<file path="src/rtl/prod_accum.sv">
// prod_accum: sums N_TERMS signed 64-bit products, one per rising edge of prod_valid.
// Holds the completed sum with acc_valid until clr or reset.
`default_nettype none

module prod_accum #(
  parameter int N_TERMS = 4,
  parameter int ACC_W   = 66
) (
  input  logic             CLK,
  input  logic             reset,
  input  logic             clr,
  input  logic [63:0]      prod,
  input  logic             prod_valid,
  output logic [ACC_W-1:0] acc,
  output logic             acc_valid,
  output logic [7:0]       term_cnt,
  output logic             busy
);

  typedef enum logic [1:0] {
    ST_IDLE = 2'd0,
    ST_ACC  = 2'd1,
    ST_DONE = 2'd2
  } state_t;

  localparam logic [7:0] LAST_CNT = 8'(N_TERMS);

  state_t           state_q, state_d;
  logic [ACC_W-1:0] acc_q, acc_d;
  logic [ACC_W-1:0] prod_ext;
  logic [7:0]       cnt_q, cnt_d;
  logic             valid_q, valid_d;
  logic             busy_q, busy_d;
  logic             prev_valid_q;
  logic             capture;

  generate
    if (ACC_W > 64) begin : g_sext
      assign prod_ext = {{(ACC_W-64){prod[63]}}, prod};
    end else begin : g_nosext
      assign prod_ext = prod;
    end
  endgenerate

  // A level held high for many cycles counts as a single term.
  assign capture = prod_valid & ~prev_valid_q;

  always_comb begin
    state_d = state_q;
    acc_d   = acc_q;
    cnt_d   = cnt_q;
    valid_d = valid_q;
    if (clr) begin
      state_d = ST_IDLE;
      acc_d   = '0;
      cnt_d   = '0;
      valid_d = 1'b0;
    end else if (capture && state_q != ST_DONE) begin
      acc_d = acc_q + prod_ext;
      cnt_d = cnt_q + 8'd1;
      if (cnt_d == LAST_CNT) begin
        state_d = ST_DONE;
        valid_d = 1'b1;
      end else begin
        state_d = ST_ACC;
      end
    end
    busy_d = (state_d == ST_ACC);
  end

  always_ff @(posedge CLK or negedge reset) begin
    if (!reset) begin
      state_q      <= ST_IDLE;
      acc_q        <= '0;
      cnt_q        <= '0;
      valid_q      <= 1'b0;
      busy_q       <= 1'b0;
      prev_valid_q <= 1'b0;
    end else begin
      state_q      <= state_d;
      acc_q        <= acc_d;
      cnt_q        <= cnt_d;
      valid_q      <= valid_d;
      busy_q       <= busy_d;
      prev_valid_q <= prod_valid;
    end
  end

  assign acc       = acc_q;
  assign acc_valid = valid_q;
  assign term_cnt  = cnt_q;
  assign busy      = busy_q;

endmodule

`default_nettype wire

</file>
<file path="config.mk">
export PLATFORM = sky130hd
export DESIGN_NAME = prod_accum
export DESIGN_NICKNAME = d
export VERILOG_FILES = /design/src/rtl/prod_accum.sv
export SDC_FILE = /design/constraint.sdc
export NUM_CORES = 1
export LEC_CHECK = 0
export ABC_AREA = 1
export BUFFER_PORTS_ARGS = -buffer_cell sky130_fd_sc_hd__buf_2
export CAP_MARGIN = 20
export CORE_MARGIN = 2
export CORE_UTILIZATION = 35
export CTS_BUF_LIST = sky130_fd_sc_hd__clkbuf_2
export DETAILED_ROUTE_END_ITERATION = 8
export PLACE_DENSITY = 0.63
export SLEW_MARGIN = 20
export SYNTH_ARGS = -nofsm -noshare
export SYNTH_HDL_FRONTEND = slang
export SYNTH_SLANG_ARGS = --single-unit
</file>
<file path="constraint.sdc">
create_clock -name CLK -period 4.1 [get_ports CLK]
set_input_delay 0.41 -clock CLK [delete_from_list [all_inputs] [get_ports CLK]]
set_output_delay 0.41 -clock CLK [all_outputs]
set_load 0.05 [all_outputs]
</file>
==> key figures <==
Pwr
  • Leak pwr: 5.740 nW
  • Total power draw: 2.502 mW
  • Power Dens Cells: 257.2 nW/um^2
  • Peak supply drop: 0.1147 mV

Placed design
  • Placed cells: 1,903
  • HPWL after detailed placement: 27,260 um
  • Pre-CTS setup slack: 1.454 ns
  • Gpl congestion: 1.022
  • Placed Instance Area: 9565 um^2
  • Port Buffers: 143

Global routing
  • First-pass GRT wire length: 50,600 um
  • Total grt overflow: 0
  • Met3 usage: 3.013%
  • Initial antenna violation count: 2
  • Met1 usage: 36.87%
  • Pin count of the biggest net entering global routing: 56
  • Global route hottest layer: met2
  • Total track usage: 25.42%
  • Met2 Use GR: 39.65%
  • Vias in the first global route: 9,173

STA
  • Worst slew margin: 47.30%
  • Fmax: 377.5 MHz
  • Setup TNS: 0 ns
  • Fin crit share: 64.60%
  • Slack of the critical path: 1.451 ns
  • Slew at the pin with the worst max-slew slack: 0.7886 ns
  • RSZ-0062 raised after global routing: no
  • Final number of hold-violating endpoints: 0
  • Final setup violating endpoints: 0
  • Crit path time final: 2.649 ns
  • Worst Skew: 0.06057 ns
  • Max Slew Vio Count: 0
  • Final Hold Slack: 0.07831 ns

CTS
  • Setup bufs post-CTS: 0
  • Reg clk slew, reported paths: 0.34 ns
  • Hold-fix buffers, CTS: 3
  • CTS sink count: 79
  • Resized cells post-CTS: 0
  • CTS max path bufs: 2
  • Clk_lat worst skew: 0.67 ns
  • CTS tree: yes
  • CTS H-Tree Depth: 3
  • Root Driver: clkbuf_2
  • CTS buffer count: 9

Drt
  • Via count: 9,577
  • DR pass1 iterations: 6
  • Number of remaining DRC errors: 0
  • Routed wire length: 32,500 um
  • Routed len/inst: 16.89 um
  • Vias per cell: 4.978
  • DR iter-0 viols: 811
  • Antenna viol nets, final: 0

Layout
  • Design area: 9729 um^2
  • Most common cell after layout, fill and taps aside: nand2_1
  • Fill cells: 2,676
  • Nets: 1,733
  • Synth-to-Final Area Change: 14.72%
  • Layout cells sized above 1: 14.16%
  • Final Core Density: 41.20%
  • Layout Cells excl Fill: 1,924
  • Commonest cells after routing, fill and taps aside: nand2_1, inv_1, buf_2

Synth
  • Synth Instances: 1,451
  • EDFF count, synth: 0
  • Synthesized area per cell: 5.845 um^2
  • Post-Syn Area: 8481 um^2
  • Net Count, Synth: 1,586
  • YS warnings: 0
  • Yosys top cell by area: nand2_1
  • Top cell type's share of synthesized area: 23.99%
  • Seq/Total Area, Yosys: 23.31%
  • Dominant cells by area after synthesis: nand2_1, dfrtp_1, inv_1
  • Asr flop ratio synth: 100.0%
  • Post-synth cell types: 39
  • #FFs+latches synth: 79
  • Top_reg_cell synth: dfrtp_1

Setup path
  • FF-to-FF End: acc[55]$_DFFE_PN0P_
  • Critical Setup Path Class: flop to flop
  • Arrival @ worst endpoint: 3.21 ns
  • Setup crit end kind: flop
  • Crit path required time: 4.66 ns
  • Startpoint Class: flop
  • Reg2Reg Setup Slack: 1.45 ns
  • RR Startpoint: acc[52]$_DFFE_PN0P_
  • CP max FO: 5
  • Reg2Reg Depth: 12

Hold path
  • Hold_sp: prod[0]
  • HP Class: input pin to flop
  • Worst hold path endpoint: acc[0]$_DFFE_PN0P_
  • Min-Delay Path Depth: 3

Die
  • Initial Utilization: 35.92%
  • Die Span Y: 159.7 um
  • Die X: 159.7 um
  • Row cnt: 56
  • DIE AREA: 25,490 um^2
  • IO Pins: 144
  • Core area: 23,610 um^2

Flow run
  • Max cap viols: 0

Run status
  • Status: complete, no violations
==> report_power, final <==
part	total, mW	switching, mW	internal, mW	leakage, nW
clock network	0.497	0.387	0.110	0.0784
registers	0.879	0.0485	0.831	1.07
logic	1.13	0.813	0.312	4.59
==> synthesized netlist by cell type (2+ instances only) <==
cell,number
nand2_1,542
inv_1,242
nor2_1,129
a21oi_1,100
dfrtp_1,79
nand3_1,68
ha_1,66
o21ai_0,63
nand2_2,27
nor3_1,15
nor2_2,11
nand3b_1,10
nand4_1,10
o21ai_1,10
o21bai_1,9
buf_2,8
inv_2,8
o22ai_1,7
xor2_1,7
clkbuf_1,4
nor3_2,4
xnor2_1,4
a32o_1,3
o31ai_1,3
or2_2,3
a21o_1,2
a21oi_2,2
a22o_1,2
buf_4,2
nand3_2,2
==> layout make-up <==
| type | instances | area, um^2 | area share [%] |
|---|---|---|---|
| Timing Repair Buffer | 150 | 778.2 | 7.999 |
| Antenna cell | 2 | 5.005 | 0.05144 |
| Inverter | 250 | 938.4 | 9.645 |
| Clock buffer | 9 | 45.04 | 0.4630 |
| Clock inverter | 7 | 83.83 | 0.8616 |
| Tap cell | 319 | 399.1 | 4.102 |
| Sequential cell | 79 | 1977 | 20.32 |
| Multi-Input combinational cell | 1108 | 5503 | 56.56 |
==> layer usage <==
layer | part of all wire, % | wire [um]
met1 | 49 | 15800
met4 | 2.3 | 736
met2 | 43 | 14070
met5 | 0 | 0
met3 | 5.8 | 1886
==> worst max-delay path by stage <==
stage	from	slack, ns	endpoint	cells after the start
2_1_floorplan	acc[0]$_DFFE_PN0P_	1.74	acc[60]$_DFFE_PN0P_	15
3_3_place_gp	prod[0]	1.46	acc[62]$_DFFE_PN0P_	16
3_5_place_dp	prod[0]	1.45	acc[62]$_DFFE_PN0P_	16
4_1_cts	acc[52]$_DFFE_PN0P_	1.48	acc[55]$_DFFE_PN0P_	12
5_1_grt	acc[0]$_DFFE_PN0P_	1.28	acc[62]$_DFFE_PN0P_	15
6_report	acc[52]$_DFFE_PN0P_	1.45	acc[55]$_DFFE_PN0P_	12
==> cell families (layout without fill, tap and decap cells) <==
family	Yosys count	after routing	share of synthesized area, %
buf+inv	264	416	11.89
xor+xnor	11	11	1.136
compound gates	204	204	13.07
other cells	0	2	0
simple gates	826	826	40.62
flops	79	79	23.31
fa+ha+maj	67	67	9.973
==> state kept, by name, summed over array words and instances, names as in the netlist <==
register / flops
prev_valid_q: 1
term_cnt: 8
acc: 66
state_q: 2
acc_valid: 1
busy: 1
==> critical path, cell delays in order, from the launching register on <==
cell and delay, ns:
dfrtp_1 0.53, ha_1 0.48, nand2_1 0.13, nor2_1 0.18, inv_1 0.07, nor2_1 0.26, nand2_1 0.16, nor3_1 0.31
nand2_1 0.15, nand2_1 0.10, nand2_1 0.05, nand3_1 0.06, nand2_1 0.05
(Power assumes the default switching activity.)
